`config.mk`:
```
export PLATFORM = sky130hd
export DESIGN_NAME = unidad_control_multiciclo
export DESIGN_NICKNAME = d
export VERILOG_FILES = /design/src/rtl/unidad_control_multiciclo.sv
export SDC_FILE = /design/constraint.sdc
export NUM_CORES = 1
export LEC_CHECK = 0
export ABC_AREA = 1
export CAP_MARGIN = 20
export CORE_MARGIN = 2
export CORE_UTILIZATION = 44
export DETAILED_ROUTE_END_ITERATION = 16
export PLACE_DENSITY = 0.79
export SLEW_MARGIN = 10
export SYNTH_ARGS = -nofsm -noshare
export SYNTH_HDL_FRONTEND = slang
export SYNTH_SLANG_ARGS = --single-unit
export TNS_END_PERCENT = 30
```
`constraint.sdc`:
```
create_clock -name clk -period 1.55 [get_ports clk]
set_clock_uncertainty 0.1 [all_clocks]
set_input_delay 0.31 -clock clk [delete_from_list [all_inputs] [get_ports clk]]
set_output_delay 0.31 -clock clk [all_outputs]
set_load 0.05 [all_outputs]
```
`src/rtl/unidad_control_multiciclo.sv`:
```
// unidad_control_multiciclo
//   Multi-cycle MIPS control unit. A state register steps each instruction
//   through fetch, decode, execute, memory and write-back. Memory states can
//   stall on mem_ready, and undecoded opcodes raise a one-cycle illegal flag.
//
// Ports
//   clk, rst_n        : rising-edge clock, synchronous active-low reset
//   Op[5:0]           : opcode, sampled only in DECODE
//   mem_ready         : memory finished the current access this cycle
//   pcwrite .. alusrca: single-bit datapath controls
//   alusrcb[1:0]      : ALU B select (reg, 4, sext imm, imm<<2)
//   aluop[ALUOP_W-1:0]: ALU function code
//   pcsrc[1:0]        : next-PC select (ALU, ALUOut, jump target)
//   illegal           : one-cycle pulse on an undecoded opcode
//   instr_done        : one-cycle pulse in the last state of an instruction
//   state[3:0]        : current state code, for debug
module unidad_control_multiciclo #(
  parameter int ALUOP_W     = 3,
  parameter bit ENABLE_WAIT = 1'b1
) (
  input  logic               clk,
  input  logic               rst_n,
  input  logic [5:0]         Op,
  input  logic               mem_ready,
  output logic               pcwrite,
  output logic               pcwritecond,
  output logic               iord,
  output logic               memread,
  output logic               memwrite,
  output logic               irwrite,
  output logic               memtoreg,
  output logic               regdst,
  output logic               regwrite,
  output logic               alusrca,
  output logic [1:0]         alusrcb,
  output logic [ALUOP_W-1:0] aluop,
  output logic [1:0]         pcsrc,
  output logic               illegal,
  output logic               instr_done,
  output logic [3:0]         state
);

  typedef enum logic [3:0] {
    S_FETCH  = 4'd0,
    S_DECODE = 4'd1,
    S_MEMADR = 4'd2,
    S_MEMRD  = 4'd3,
    S_MEMWB  = 4'd4,
    S_MEMWR  = 4'd5,
    S_EXECR  = 4'd6,
    S_EXECI  = 4'd7,
    S_ALUWB  = 4'd8,
    S_BRANCH = 4'd9,
    S_JUMP   = 4'd10
  } state_t;

  localparam logic [5:0] OP_RTYPE = 6'b000000;
  localparam logic [5:0] OP_ADDI  = 6'b001000;
  localparam logic [5:0] OP_SLTI  = 6'b001010;
  localparam logic [5:0] OP_ANDI  = 6'b001100;
  localparam logic [5:0] OP_ORI   = 6'b001101;
  localparam logic [5:0] OP_LW    = 6'b100011;
  localparam logic [5:0] OP_SW    = 6'b101011;
  localparam logic [5:0] OP_BEQ   = 6'b000100;
  localparam logic [5:0] OP_J     = 6'b000010;

  state_t     state_q, state_d;
  logic [5:0] op_q;
  logic       rdy;

  // With wait-states disabled every memory access completes in one cycle.
  assign rdy = ENABLE_WAIT ? mem_ready : 1'b1;

  // State and latched opcode registers
  always_ff @(posedge clk) begin
    if (!rst_n) begin
      state_q <= S_FETCH;
      op_q    <= 6'd0;
    end else begin
      state_q <= state_d;
      if (state_q == S_DECODE) op_q <= Op;
    end
  end

  // Next-state and output decode
  always_comb begin
    state_d     = S_FETCH;
    pcwrite     = 1'b0;
    pcwritecond = 1'b0;
    iord        = 1'b0;
    memread     = 1'b0;
    memwrite    = 1'b0;
    irwrite     = 1'b0;
    memtoreg    = 1'b0;
    regdst      = 1'b0;
    regwrite    = 1'b0;
    alusrca     = 1'b0;
    alusrcb     = 2'b00;
    aluop       = '0;
    pcsrc       = 2'b00;
    illegal     = 1'b0;
    instr_done  = 1'b0;

    case (state_q)
      S_FETCH: begin
        memread = 1'b1;
        alusrcb = 2'b01;
        aluop   = ALUOP_W'(3'b001);
        irwrite = rdy;
        pcwrite = rdy;
        state_d = rdy ? S_DECODE : S_FETCH;
      end
      S_DECODE: begin
        alusrcb = 2'b11;
        aluop   = ALUOP_W'(3'b001);
        case (Op)
          OP_RTYPE:                         state_d = S_EXECR;
          OP_ADDI, OP_SLTI, OP_ANDI, OP_ORI: state_d = S_EXECI;
          OP_LW, OP_SW:                     state_d = S_MEMADR;
          OP_BEQ:                           state_d = S_BRANCH;
          OP_J:                             state_d = S_JUMP;
          default: begin
            state_d = S_FETCH;
            illegal = 1'b1;
          end
        endcase
      end
      S_MEMADR: begin
        alusrca = 1'b1;
        alusrcb = 2'b10;
        aluop   = ALUOP_W'(3'b001);
        state_d = (op_q == OP_LW) ? S_MEMRD : S_MEMWR;
      end
      S_MEMRD: begin
        iord    = 1'b1;
        memread = 1'b1;
        state_d = rdy ? S_MEMWB : S_MEMRD;
      end
      S_MEMWB: begin
        memtoreg   = 1'b1;
        regwrite   = 1'b1;
        instr_done = 1'b1;
      end
      S_MEMWR: begin
        // The write strobe is held off until memory accepts it, so a store
        // produces exactly one memwrite cycle regardless of wait-states.
        iord       = 1'b1;
        memwrite   = rdy;
        instr_done = rdy;
        state_d    = rdy ? S_FETCH : S_MEMWR;
      end
      S_EXECR: begin
        alusrca = 1'b1;
        alusrcb = 2'b00;
        aluop   = ALUOP_W'(3'b111);
        state_d = S_ALUWB;
      end
      S_EXECI: begin
        alusrca = 1'b1;
        alusrcb = 2'b10;
        case (op_q)
          OP_ADDI: aluop = ALUOP_W'(3'b101);
          OP_SLTI: aluop = ALUOP_W'(3'b100);
          OP_ANDI: aluop = ALUOP_W'(3'b011);
          OP_ORI:  aluop = ALUOP_W'(3'b010);
          default: aluop = '0;
        endcase
        state_d = S_ALUWB;
      end
      S_ALUWB: begin
        regwrite   = 1'b1;
        instr_done = 1'b1;
        regdst     = (op_q == OP_RTYPE);
      end
      S_BRANCH: begin
        alusrca     = 1'b1;
        alusrcb     = 2'b00;
        aluop       = ALUOP_W'(3'b000);
        pcwritecond = 1'b1;
        pcsrc       = 2'b01;
        instr_done  = 1'b1;
      end
      S_JUMP: begin
        pcwrite    = 1'b1;
        pcsrc      = 2'b10;
        instr_done = 1'b1;
      end
      default: begin
        // Unreachable codes recover to FETCH and report themselves.
        illegal = 1'b1;
        state_d = S_FETCH;
      end
    endcase

    // Reset blanks every control combinationally, so an abandoned
    // instruction cannot emit a write strobe in the reset cycle.
    if (!rst_n) begin
      pcwrite     = 1'b0;
      pcwritecond = 1'b0;
      iord        = 1'b0;
      memread     = 1'b0;
      memwrite    = 1'b0;
      irwrite     = 1'b0;
      memtoreg    = 1'b0;
      regdst      = 1'b0;
      regwrite    = 1'b0;
      alusrca     = 1'b0;
      alusrcb     = 2'b00;
      aluop       = '0;
      pcsrc       = 2'b00;
      illegal     = 1'b0;
      instr_done  = 1'b0;
    end
  end

  assign state = rst_n ? state_q : 4'd0;

endmodule

```
==> results of run 1 <==
## per-stage QoR
step                std cells  hold WS, ns   util  TNS [ns]
global placement          245        0.375  0.898     -7.56
floorplan                 158        0.358      -     -3.13
detailed placement        245        0.398  0.898     -8.67
## logic make-up after synthesis
| family | count (synthesis) |
|---|---|
| flip-flops | 10 |
| AO/OA/AOI/OAI | 23 |
| AND/OR/NAND/NOR | 92 |
| buffers and inverters | 33 |
## cells in the mapped netlist (2+ instances only)
cell type and n:
nand2_1 39, nor2_1 27, inv_1 22, a21oi_1 12, nand3_1 11, dfxtp_1 10, inv_2 5, o21ai_0 5
nand4_1 4, nor2_2 4, nor3_1 3, buf_6 2, clkbuf_1 2, o21ai_1 2
==> impl_metrics.csv, run 1 <==
group,metric,value,unit
outcome,status,"aborted with a tool error",
outcome,haltStage,"clock tree synthesis (4_1_cts)",
outcome,firstError,"[ERROR DPL-0038] Utilization greater than 100%, impossible to legalize",
synthesis,yosys.area.top_type_share,0.229,
synthesis,synth_top_family_by_area,"simple AND/OR/NAND/NOR gates",
placed_design,place.gp.congestion,0.915,
placed_design,place_area,1730,µm²
clock_network,cts_buffer_depth,2,
clock_network,ctsResizeCount,67,
synthesis,async_flop_share,0,
synthesis,synth_ff_type,"dfxtp_1",
clock_network,cts_buffers,3,
synthesis,synth_xor_area_frac,0,
synthesis,synth_area_per_cell,5.54,µm²
clock_network,postCtsSetupRepairBufs,1,
clock_network,ctsRootBufferMaster,"clkbuf_4",
synthesis,synthAdderAreaFrac,0,
placed_design,dp_slack,-0.512,ns
placed_design,io_buffers,31,
synthesis,synth_cells,158,
synthesis,synth.top_cells.by_area,"dfxtp_1, nand2_1, nor2_1",
synthesis,yosys.area_share.simple,0.462,
synthesis,syn_nets,167,
synthesis,synth_edf_count,0,
floorplanning,die_h,48.6,µm
synthesis,synth_largest_area_cell,"dfxtp_1",
clock_network,cts_max_level,1,
synthesis,ys_seq_area_frac,0.229,
synthesis,synth_compound_area_frac,0.143,
clock_network,clock-sinks,10,
placed_design,dpl.hpwl,2.96,mm
clock_network,ctsHoldBuffers,0,
floorplanning,die_x,48.6,µm
synthesis,synthMuxAreaShare,0,
synthesis,synthDistinctLibCells,24,
floorplanning,placementRows,16,
synthesis,yosysWarnings,0,
floorplanning,initial_core_util,0.455,
synthesis,ys_seq_elements,10,
synthesis,synth_area,875,µm²
floorplanning,io_pins,32,
==> inputs of run 2 (changes only) <==
--- a/config.mk
+++ b/config.mk
@@ -7,10 +7,10 @@
 export LEC_CHECK = 0
 export ABC_AREA = 1
 export CAP_MARGIN = 20
-export CORE_MARGIN = 2
-export CORE_UTILIZATION = 44
+export CORE_AREA = 2 2 63 65
 export DETAILED_ROUTE_END_ITERATION = 16
-export PLACE_DENSITY = 0.79
+export DIE_AREA = 0 0 65 67
+export PLACE_DENSITY_LB_ADDON = 0.15
 export SLEW_MARGIN = 10
 export SYNTH_ARGS = -nofsm -noshare
 export SYNTH_HDL_FRONTEND = slang
==> impl_metrics.csv, run 2 <==
group,metric,value,unit
power,power.density,453,nW/µm²
finish,area_growth,146,%
finish,final_cells,280,
worst_setup_path,critPathLaunch,"state_q[3]",
worst_setup_path,cp_num_buf_inv,4,
drt,finalWirelength,3.27,mm
power,irDropWorstVdd,265,µV
outcome,status,"finished, violations left",
synthesis,synthMuxAreaShare,0,
worst_setup_path,timing.rr.start,"state_q[3]",
worst_setup_path,crit_chain,"inv_4 -> nand2_4 -> nor2_4 -> buf_4 -> o31ai_4 -> inv_2 -> buf_12",
global_routing,grt_overflow,0,
worst_setup_path,cp_max_fo,4,
synthesis,synth_largest_area_cell,"dfxtp_1",
drt,viasPerCell,4.53,
sta,post-route-min-period,1.82,ns
synthesis,async_flop_share,0,
synthesis,synth_ff_type,"dfxtp_1",
synthesis,synth_xor_area_frac,0,
finish,drive_gt1_frac,0.612,
worst_setup_path,end_kind,"primary output",
worst_hold_path,worstHoldStart,"op_q[2]",
sta,setup_viol,20,
synthesis,ys_seq_elements,10,
clock_network,clock-sinks,10,
outcome,violations,"negative setup slack",
synthesis,synthDistinctLibCells,24,
drt,first_pass_iters,4,
sta,whs,0.390,ns
floorplanning,initial_core_util,0.243,
drt,vias,1268,
drt,drt_iter0_markers,21,
worst_hold_path,min_to,"op_q[2]",
finish,num-nets-final,242,
synthesis,synth_cells,158,
global_routing,grt_pass1_wl,5.31,mm
clock_network,clkTransAtPathRegs,0.05,ns
worst_setup_path,required,1.14,ns
worst_setup_path,arrival,1.41,ns
drt,drcViolationCount,0,
clock_network,cts_max_level,1,
clock_network,cts_buffer_depth,2,
synthesis,netlist_top_cells_count,"nand2_1, nor2_1, inv_1, a21oi_1, nand3_1",
power,p_comb_frac,0.369,
worst_setup_path,slowest_delay,0.38,ns
worst_hold_path,min_path_type,"flip-flop to flip-flop",
global_routing,grt_max_degree,9,
power,seq_power_share,0.296,
floorplanning,die_h,67,µm
sta,max_slew_margin,0.758,
finish,final_cell_mix,"buf_4, nand2_1, buf_12, nor2_1, inv_1",
sta,final_max_slew_viol_count,0,
placed_design,io_buffers,31,
synthesis,synth_area,875,µm²
synthesis,yosys.area_share.simple,0.462,
synthesis,synth_edf_count,0,
floorplanning,dieArea,4360,µm²
floorplanning,die_x,65,µm
synthesis,syn_nets,167,
floorplanning,io_pins,32,
worst_setup_path,r2r-end,"state_q[1]",
drt,ant_nets,0,
finish,largest_register_ffs,6,
sta,layout_setup_ws,-0.271,ns
clock_network,ctsRootBufferMaster,"clkbuf_8",
synthesis,synth_top_family_by_area,"simple AND/OR/NAND/NOR gates",
placed_design,dp.cells,274,
sta,fmax,0.549,GHz
synthesis,synth.top_cells.by_area,"dfxtp_1, nand2_1, nor2_1",
worst_hold_path,hold_depth,2,
sta,final_hold_viol_count,0,
synthesis,synth_area_per_cell,5.54,µm²
sta,rsz0062_at_grt,"yes",
sta,tightest_slew,0.363,ns
floorplanning,core_area,3610,µm²
sta,fin_crit_sh,1.17,
clock_network,clock_latency,0.24,ns
finish,final_common_cell,"buf_4",
power,p_clk_frac,0.336,
worst_setup_path,crit_type,"flip-flop to primary output",
drt,wl_per_cell,11.7,µm
placed_design,dp_slack,-0.482,ns
global_routing,grt_pass1_vias,1250,
flow_run,maxCapViolCount,0,
placed_design,dpl.hpwl,2.49,mm
placed_design,place.gp.congestion,0.840,
finish,reg_top3,"op_q x6, state_q x4",
finish,top_register,"op_q",
finish,num_antenna_cells,0,
clock_network,cts_tree,"built",
synthesis,synthAdderAreaFrac,0,
clock_network,cts_buffers,3,
worst_setup_path,cp-start-kind,"flip-flop",
global_routing,track_usage,0.155,
power,p_leak,0.973,nW
worst_setup_path,crit_slowest_cell,"dfxtp_4",
power,p_sw,0.320,mW
global_routing,antenna_found_initial,0,
floorplanning,placementRows,22,
worst_setup_path,cp_top_family,"buffers and inverters",
worst_setup_path,rrSetupSlack,0.05,ns
worst_setup_path,reg2reg_depth,10,
synthesis,yosys.area.top_type_share,0.229,
synthesis,synth_compound_area_frac,0.143,
power,p_int,0.655,mW
synthesis,synth.most_common_cell,"nand2_1",
power,p_sw_frac,0.328,
synthesis,ys_seq_area_frac,0.229,
synthesis,yosysWarnings,0,
[run 2: cell families after synthesis]
kind of cell / Yosys count
AND/OR/NAND/NOR: 92
AO/OA/AOI/OAI: 23
buffers and inverters: 33
flip-flops: 10
[run 2: area by class of cell]
type,count,area (µm²)
Tap cell,48,60.1
Multi-Input combinational cell,115,815
Fill cell,333,1460
Clock buffer,4,55.1
Inverter,28,126
Sequential cell,10,215
Timing Repair Buffer,75,880
[run 2: tightest hold or removal path, delay by kind of cell, from the launching register on]
| family | cells | cell delay [ns] |
|---|---|---|
| AOI/OAI and AO/OA | 1 | 0.05 |
| buffers and inverters | 1 | 0.07 |
| DFF | 1 | 0.32 |
[run 2: how the worst max path moves through the flow]
stage	end	slack (ns)	cells past startpoint
2_1_floorplan	aluop[0]	-0.40	6
3_3_place_gp	illegal	-0.47	7
3_5_place_dp	illegal	-0.48	10
4_1_cts	alusrca	-0.24	7
5_1_grt	illegal	-0.33	8
6_report	alusrcb[1]	-0.27	7
[run 2: layer usage]
metal	track usage	part of all wire	routed length, µm
met1	0.151	0.37	1220
met2	0.314	0.55	1800
met3	0.0186	0.039	126
met4	0.0798	0.038	123
met5	0	0	0
[run 2: power groups by stage]
stage | registers, mW | clock network (mW) | logic, mW
final | 0.288 | 0.327 | 0.360
after CTS | 0.289 | 0.331 | 0.347
after floorplan | 0.288 | 0 | 0.163
after global routing | 0.291 | 0.345 | 0.384
after detailed placement | 0.294 | 0 | 0.326
after global placement | 0.293 | 0 | 0.322
[run 2: what timing repair did]
action                                  4_1_cts  5_1_grt
endpoints found under the setup margin       23       21
gates resized for setup                      57       30
pin swaps                                    14       12
buffers inserted                              0        3
hold buffers                                  0        0
[run 2: metrics by stage]
stage	total power, mW	utilization	TNS (ns)	instance area [µm²]
floorplan	0.451	-	-3.13	937
global placement	0.615	0.502	-7.87	1810
detailed placement	0.620	0.502	-8.13	1810
CTS	0.967	0.557	-3.71	2010
global route	1.02	0.596	-4.85	2150
finish	0.975	0.596	-3.85	2150
No activity file was read; power rests on OpenSTA's default activity.
==> inputs of run 3 (changes only) <==
--- a/config.mk
+++ b/config.mk
@@ -7,10 +7,12 @@
 export LEC_CHECK = 0
 export ABC_AREA = 1
 export CAP_MARGIN = 20
-export CORE_AREA = 2 2 63 65
+export CORE_AREA = 5 5 66 68
 export DETAILED_ROUTE_END_ITERATION = 16
-export DIE_AREA = 0 0 65 67
+export DIE_AREA = 0 0 71 73
+export MAX_ROUTING_LAYER = met4
 export PLACE_DENSITY_LB_ADDON = 0.15
+export SKIP_LAST_GASP = 1
 export SLEW_MARGIN = 10
 export SYNTH_ARGS = -nofsm -noshare
 export SYNTH_HDL_FRONTEND = slang
==> impl_metrics.csv, run 3 (same netlist as run 2, synthesis figures left out) <==
group,metric,value,unit
finish,area_growth,145,%
placed_design,dp.cells,278,
sta,final_hold_viol_count,0,
sta,max_slew_margin,0.846,
clock_network,cts_buffer_depth,2,
global_routing,antenna_found_initial,0,
worst_setup_path,arrival,1.41,ns
worst_setup_path,reg2reg_depth,11,
floorplanning,dieArea,5180,µm²
floorplanning,placementRows,23,
global_routing,grt_pass1_vias,1306,
clock_network,clock-sinks,10,
sta,fmax,0.549,GHz
worst_setup_path,required,1.14,ns
power,p_leak,0.993,nW
sta,setup_viol,22,
drt,finalWirelength,3.40,mm
power,p_clk_frac,0.329,
worst_setup_path,timing.rr.start,"state_q[3]",
floorplanning,die_h,73,µm
clock_network,cts_max_level,1,
flow_run,maxCapViolCount,0,
sta,final_max_slew_viol_count,0,
global_routing,grt_pass1_wl,5.66,mm
drt,first_pass_iters,4,
worst_hold_path,min_to,"op_q[2]",
finish,largest_register_ffs,6,
worst_setup_path,cp_max_fo,4,
clock_network,ctsRootBufferMaster,"clkbuf_8",
floorplanning,io_pins,32,
finish,drive_gt1_frac,0.583,
placed_design,io_buffers,31,
clock_network,clkTransAtPathRegs,0.05,ns
sta,tightest_slew,0.231,ns
power,p_sw,0.312,mW
placed_design,place.gp.congestion,0.865,
power,power.total,0.977,mW
power,p_sw_frac,0.319,
worst_setup_path,rrSetupSlack,0,ns
power,p_comb_frac,0.375,
floorplanning,initial_core_util,0.230,
clock_network,cts_buffers,3,
power,seq_power_share,0.296,
worst_setup_path,end_kind,"primary output",
global_routing,grt_max_degree,12,
drt,drcViolationCount,0,
finish,final_cells,292,
drt,drt_iter0_markers,15,
clock_network,cts_tree,"built",
worst_setup_path,r2r-end,"state_q[1]",
worst_hold_path,min_path_type,"flip-flop to flip-flop",
sta,post-route-min-period,1.82,ns
worst_hold_path,hold_depth,2,
worst_setup_path,crit_slowest_cell,"dfxtp_2",
worst_setup_path,crit_type,"flip-flop to primary output",
power,p_int,0.666,mW
finish,num_antenna_cells,0,
drt,ant_nets,0,
finish,top_register,"op_q",
sta,rsz0062_at_grt,"yes",
global_routing,grt_overflow,0,
sta,tns,-4.26,ns
clock_network,clock_latency,0.23,ns
power,irDropWorstVdd,332,µV
floorplanning,core_area,3800,µm²
floorplanning,die_x,71,µm
worst_setup_path,cp-start-kind,"flip-flop",
power,power.density,455,nW/µm²
drt,viasPerCell,4.36,
finish,final_common_cell,"buf_4",
outcome,status,"finished, violations left",
global_routing,track_usage,0.138,
finish,final_cell_mix,"buf_4, nand2_1, buf_12, nor2_1, inv_1",
worst_hold_path,worstHoldStart,"op_q[2]",
sta,layout_setup_ws,-0.271,ns
finish,reg_top3,"op_q x6, state_q x4",
drt,wl_per_cell,11.6,µm
worst_setup_path,crit_chain,"inv_2 -> nand2_4 -> buf_4 -> inv_2 -> nand3_4 -> o221ai_2 -> buf_4 -> buf_12",
placed_design,dpl.hpwl,2.70,mm
sta,fin_crit_sh,1.17,
outcome,violations,"negative setup slack",
finish,num-nets-final,252,
drt,vias,1272,
worst_setup_path,slowest_delay,0.33,ns
run 3: changes by cell type in the layout (fill, tap and decap cells not counted), moves of 2 or more:
| cell | change |
|---|---|
| a21oi_2 | -3 |
| buf_4 | +10 |
| nor2_1 | +6 |
| a21oi_4 | +2 |
| nand3_4 | -3 |
| inv_2 | -2 |
| nand2_1 | +3 |
| dfxtp_2 | +2 |
| nor2_4 | -4 |
| nand2_2 | -2 |
| nand3_2 | +2 |
| nor2_2 | -2 |
| inv_1 | +2 |
run 3: what timing repair did:
item,CTS,global route
gates resized for setup,45,21
setup endpoints to repair,23,23
hold buffers,0,0
buffers inserted,6,4
pin swaps,12,10
cloned,0,0
run 3: through the flow:
stage	area [µm²]	utilization	worst slack [ns]	hold slack, ns
final	2150	0.565	-0.271	0.395
after CTS	2060	0.542	-0.256	0.397
after detailed placement	1830	0.482	-0.526	0.389
after global placement	1830	0.482	-0.498	0.380
after floorplan	937	-	-0.400	0.358
after global routing	2150	0.565	-0.337	0.420
run 3: how the worst max path moves through the flow:
stage,start,end,slack (ns),depth (start not counted)
2_1_floorplan,state_q[0],aluop[0],-0.40,6
3_3_place_gp,rst_n,alusrca,-0.50,5
3_5_place_dp,rst_n,alusrca,-0.53,5
4_1_cts,state_q[3],alusrca,-0.26,8
5_1_grt,state_q[3],instr_done,-0.34,9
6_report,state_q[3],alusrca,-0.27,8
run 3: critical path: cells and delay by family (launching register included):
family,cells,cell delay (ns)
buffers and inverters,5,0.57
flip-flops,1,0.33
AND/OR/NAND/NOR,2,0.19
AO/OA/AOI/OAI,1,0.09
run 3: power by group through the flow:
stage | Sequential [mW] | Combinational [mW] | Clock (mW)
final | 0.289 | 0.367 | 0.321
after global placement | 0.292 | 0.330 | 0
after detailed placement | 0.292 | 0.334 | 0
after global routing | 0.292 | 0.397 | 0.335
after CTS | 0.288 | 0.360 | 0.331
after floorplan | 0.288 | 0.163 | 0
run 3: layer usage:
layer | up-vias | routed length [µm] | global-route usage | share of wire
met5 | - | 0 | - | 0
met4 | 0 | 31 | 0.0501 | 0.0091
met3 | 2 | 125 | 0.0124 | 0.037
met2 | 28 | 1980 | 0.267 | 0.58
met1 | 574 | 1260 | 0.144 | 0.37
li1 | 668 | - | - | -
run 3: area by class of cell:
type	count	area (µm²)
timing repair buffer	85	951
inverter	28	128
sequential	10	214
multi-input combinational	115	737
fill	354	1650
clock buffer	4	55.1
tap	50	62.6
